`src/rtl/bram_port_ctrl.sv`:
```
// rtl/bram_port_ctrl.sv - single-port BRAM request/response controller with 3-entry read FIFO
// Optional power-up zero sweep of the whole BRAM is compiled in with BRAM_CLEAR_EN.
module bram_port_ctrl #(
    parameter int ADDR_WIDTH = 10,
    parameter int DATA_WIDTH = 8
) (
    input  logic                  clk,
    input  logic                  reset_n,
    input  logic                  req_valid,
    output logic                  req_ready,
    input  logic                  req_we,
    input  logic [ADDR_WIDTH-1:0] req_addr,
    input  logic [DATA_WIDTH-1:0] req_wdata,
    output logic                  rsp_valid,
    input  logic                  rsp_ready,
    output logic [DATA_WIDTH-1:0] rsp_rdata,
    output logic                  busy,
    output logic                  we_a,
    output logic [ADDR_WIDTH-1:0] addr_a,
    output logic [DATA_WIDTH-1:0] din_a,
    input  logic [DATA_WIDTH-1:0] dout_a
);

    typedef enum logic {CLEAR, RUN} state_t;

    localparam logic [1:0] FIFO_DEPTH = 2'd3;

    state_t                state_q;
    logic                  run;
    logic                  clearing;
    logic                  accept;
    logic                  push;
    logic                  pop;
    logic                  inflight_q;
    logic [1:0]            count_q;
    logic [1:0]            count_d;
    logic [1:0]            wr_ptr_q;
    logic [1:0]            rd_ptr_q;
    logic [DATA_WIDTH-1:0] fifo_q [3];

`ifdef BRAM_CLEAR_EN
    logic [ADDR_WIDTH-1:0] sweep_addr_q;
    logic                  busy_q;

    always_ff @(posedge clk or negedge reset_n) begin
        if (!reset_n) begin
            state_q      <= CLEAR;
            sweep_addr_q <= '0;
            busy_q       <= 1'b1;
        end else if (state_q == CLEAR) begin
            sweep_addr_q <= sweep_addr_q + {{(ADDR_WIDTH-1){1'b0}}, 1'b1};
            if (sweep_addr_q == {ADDR_WIDTH{1'b1}}) begin
                state_q <= RUN;
                busy_q  <= 1'b0;
            end
        end
    end

    // reset_n gates the sweep write so the BRAM sees nothing while reset is held
    assign clearing = (state_q == CLEAR) & reset_n;
    assign busy     = busy_q;
`else
    assign state_q  = RUN;
    assign clearing = 1'b0;
    assign busy     = 1'b0;
`endif

    assign run       = (state_q == RUN) & reset_n;
    assign req_ready = run & ((count_q + {1'b0, inflight_q}) < FIFO_DEPTH);
    assign accept    = req_valid & req_ready;
    assign push      = inflight_q;
    assign rsp_valid = (count_q != 2'd0);
    assign pop       = rsp_valid & rsp_ready;
    assign rsp_rdata = fifo_q[rd_ptr_q];

    always_comb begin
        we_a   = accept & req_we;
        addr_a = req_addr;
        din_a  = req_wdata;
        if (clearing) begin
            we_a   = 1'b1;
            addr_a = sweep_addr_q_or_zero();
            din_a  = '0;
        end
    end

    function automatic logic [ADDR_WIDTH-1:0] sweep_addr_q_or_zero();
`ifdef BRAM_CLEAR_EN
        return sweep_addr_q;
`else
        return '0;
`endif
    endfunction

    function automatic logic [1:0] next_ptr(input logic [1:0] ptr);
        return (ptr == 2'd2) ? 2'd0 : ptr + 2'd1;
    endfunction

    always_comb begin
        count_d = count_q;
        case ({push, pop})
            2'b10:   count_d = count_q + 2'd1;
            2'b01:   count_d = count_q - 2'd1;
            default: count_d = count_q;
        endcase
    end

    // dout_a holds the word read on the accepting edge, so it is captured one edge later
    always_ff @(posedge clk or negedge reset_n) begin
        if (!reset_n) begin
            inflight_q <= 1'b0;
            count_q    <= 2'd0;
            wr_ptr_q   <= 2'd0;
            rd_ptr_q   <= 2'd0;
            for (int i = 0; i < 3; i++) fifo_q[i] <= '0;
        end else begin
            inflight_q <= accept & ~req_we;
            count_q    <= count_d;
            if (push) begin
                fifo_q[wr_ptr_q] <= dout_a;
                wr_ptr_q         <= next_ptr(wr_ptr_q);
            end
            if (pop) rd_ptr_q <= next_ptr(rd_ptr_q);
        end
    end

endmodule

```
`config.mk`:
```
export PLATFORM = sky130hd
export DESIGN_NAME = bram_port_ctrl
export DESIGN_NICKNAME = d
export VERILOG_FILES = /design/src/rtl/bram_port_ctrl.sv
export SDC_FILE = /design/constraint.sdc
export NUM_CORES = 1
export LEC_CHECK = 0
export BUFFER_PORTS_ARGS = -buffer_cell sky130_fd_sc_hd__buf_2
export CAP_MARGIN = 25
export CORE_ASPECT_RATIO = 1.4
export CORE_MARGIN = 2
export CORE_UTILIZATION = 43
export DETAILED_ROUTE_END_ITERATION = 10
export GPL_ROUTABILITY_DRIVEN = 0
export PLACE_DENSITY = 0.75
export SYNTH_ARGS = -nofsm -noshare
export SYNTH_HDL_FRONTEND = slang
export SYNTH_SLANG_ARGS = --single-unit
```
`constraint.sdc`:
```
create_clock -name clk -period 1.35 [get_ports clk]
set_input_delay 0.2025 -clock clk [delete_from_list [all_inputs] [get_ports clk]]
set_output_delay 0.2025 -clock clk [all_outputs]
set_load 0.01 [all_outputs]
```
==> results.toml <==
[power]
p_total_uw = 4472
vdd_drop_max_mv = 1.646
pwr_density_cell_nw_per_um2 = 2329
p_leak_uw = 0.0008959

[min_path]
min_path_type = "in2reg"
whs_path_depth = 2
min_to = "inflight_q$_DFF_PN0_"
min_from = "req_we"

[cells_and_area]
diodes = 0
ff_latch_area_um2 = 775.7
fill_cells = 306
final_cell_mix = "dfrtp_1 (31), mux2_2 (25), buf_2 (22), buf_4 (13), buf_6 (10)"
multiInputGateArea_um2 = 671.9
area_delta_synth_final_pct = 24.80
drive_gt1_frac = 0.6063
fin_util = 0.5633
nNetsFinal = 192
instances_no_fill = 200
layout_commonest_cell = "dfrtp_1"

[status]
failed_checks = "setup timing"
run_status = "complete, but fails checks"

[sta]
setup_tns_ns = -2.246
layout_setup_ws_ns = -0.2538
maxSlewViolCount = 0
setup_viol = 22
max_freq_ghz = 0.6235
rsz0062_at_grt = "yes"
fin_crit_sh = 1.188
whs_ns = 0.08114
hold_violations = 0
clock_skew_ns = 0.003780
period_needed_ns = 1.604

[critical_path]
worstPathRequired_ns = 1.15
r2r_start = "count_q[0]$_DFFE_PN0P_"
cp-end-kind = "output port"
cp_max_fo = 2
worstSetupPathType = "reg2out"
reg2reg_to = "count_q[1]$_DFFE_PN0P_"
regToRegSetupSlack_ns = -0.15
arrival_ns = 1.40
ff2ff_path_depth = 8
cp-start-kind = "register"

[synthesis]
synth-xor-area-share = 0.02276
synth_compound_area_frac = 0.05041
synth_top_family_by_area = "multiplexers"
synth_area_um2 = 1539
async_flop_share = 1.000
synthAdderAreaFrac = 0.01626
synth-warning-count = 0
synth_ff_type = "dfrtp_1"
ys_ff_latch = 31
synth.avg_cell_area_um2 = 11.93
yosysUniqueCellTypes = 26
synth-seq-area-share = 0.5041
synth_edf_count = 0
synth_mux_area_frac = 0.2350
yosys.area_share.simple = 0.05772
postSynthCellCount = 129
synth_nets = 162

[global_routing]
grt_max_degree = 32
grt_use_total = 0.1659
grt_use_met1 = 0.1767
met2_usage = 0.2811
grt_pass1_vias = 1075
gr-usage-met3 = 0.04365
top_usage_layer = "met2"
antenna_found_initial = 0
grt_pass1_wl_mm = 4.664
grt_overflow = 0

[clocking]
cts_tree = "built"
cts.reportedPaths.clkPinSlew_ns = 0.06
cts-buffers-inserted = 5
insertion_delay_ns = 0.28
clock-sinks = 31
root_buffer = "clkbuf_8"
cts.path.max_buffers = 2
cts_htree_levels = 2

[detailed_routing]
ant_nets = 0
viasPerCell = 5.130
wl_per_cell_um = 15.64
drt-total-wl_mm = 3.128
num_vias = 1026
drc = 0
drtIter0Drc = 13
drt-pass1-iter-count = 4

[floorplan]
die_h_um = 74.79
coreArea_um2 = 3410
dieArea_um2 = 4080
num_rows = 25
die_w_um = 54.56
initial_utilization = 0.4514
io_pins = 61

[flow_run]
max-cap-violations = 0

[place]
hpwl_mm = 2.156
port_buffers = 23
dp.cells = 186
[worst max-delay path, cell delays in order, from the launching register on]
cell and delay [ns]:
dfrtp_1 0.40, ha_2 0.18, xor2_1 0.15, a21oi_1 0.15, and2_1 0.13, buf_2 0.12
[timing repair]
item,4_1_cts,5_1_grt
endpoints found under the setup margin,20,32
resized for setup,19,18
hold buffers,1,0
setup buffers,3,3
gates cloned,0,0
endpoints found under the hold margin,1,0
pin swaps,11,1
[worst max-delay path by stage]
stage                                  startpoint                      to  slack [ns]  depth (start not counted)
final                      count_q[0]$_DFFE_PN0P_                    we_a       -0.25                          5
after global routing       count_q[0]$_DFFE_PN0P_                    we_a       -0.31                          5
after CTS                  count_q[0]$_DFFE_PN0P_                    we_a       -0.27                          5
after detailed placement  wr_ptr_q[1]$_DFFE_PN0P_   fifo_q[6]$_DFFE_PN0P_       -0.05                          3
after global placement       inflight_q$_DFF_PN0_                    we_a       0.006                          5
after floorplan            count_q[0]$_DFFE_PN0P_  count_q[1]$_DFFE_PN0P_        0.03                          5
[kinds of logic after synthesis]
| family | count (synthesis) |
|---|---|
| compound gates | 14 |
| xor+xnor | 4 |
| fa+ha+maj | 2 |
| buf+inv | 26 |
| flops | 31 |
| mux | 33 |
| other cells | 1 |
| simple gates | 18 |
[Yosys cell counts (2+ instances only)]
| cell | n | area [um2] |
|---|---|---|
| mux2i_1 | 8 | 80.08 |
| xnor2_1 | 2 | 17.52 |
| nor2b_1 | 2 | 12.51 |
| buf_2 | 2 | 10.01 |
| a21o_1 | 2 | 15.01 |
| xor2_1 | 2 | 17.52 |
| ha_1 | 2 | 25.02 |
| dfrtp_1 | 31 | 775.7 |
| nand2_1 | 9 | 33.78 |
| inv_1 | 2 | 7.510 |
| o21ai_0 | 10 | 50.05 |
| mux2_2 | 25 | 281.5 |
| buf_4 | 19 | 142.6 |
[per-layer routing]
metal	vias up	share of wire
li1	478	-
met4	0	0.026
met5	-	0
met1	509	0.37
met2	27	0.56
met3	12	0.046
[where the power goes]
part           internal (uW)  switching, uW
sequential              1390            291
clock                    361            327
combinational           1200            904
[state kept, by name, summed over array words and instances (netlist names)]
signal,cells
fifo_q,24
count_q,2
wr_ptr_q,2
inflight_q,1
rd_ptr_q,2
[area by class of cell]
cell class | count | share of cell area
Clock buffer | 7 | 0.03974
Clock inverter | 1 | 0.002606
Inverter | 3 | 0.005863
Multi-Input combinational cell | 72 | 0.3498
Sequential cell | 31 | 0.4039
Tap cell | 40 | 0.02606
Timing Repair Buffer | 46 | 0.1720
[per-stage QoR]
step	cell area, um2	setup WS (ns)
after floorplan	1549	0.02888
after global placement	1682	0.006310
after detailed placement	1682	-0.05490
after CTS	1842	-0.2676
after global routing	1921	-0.3089
final	1921	-0.2538
Power figures use the tool's default switching activity.
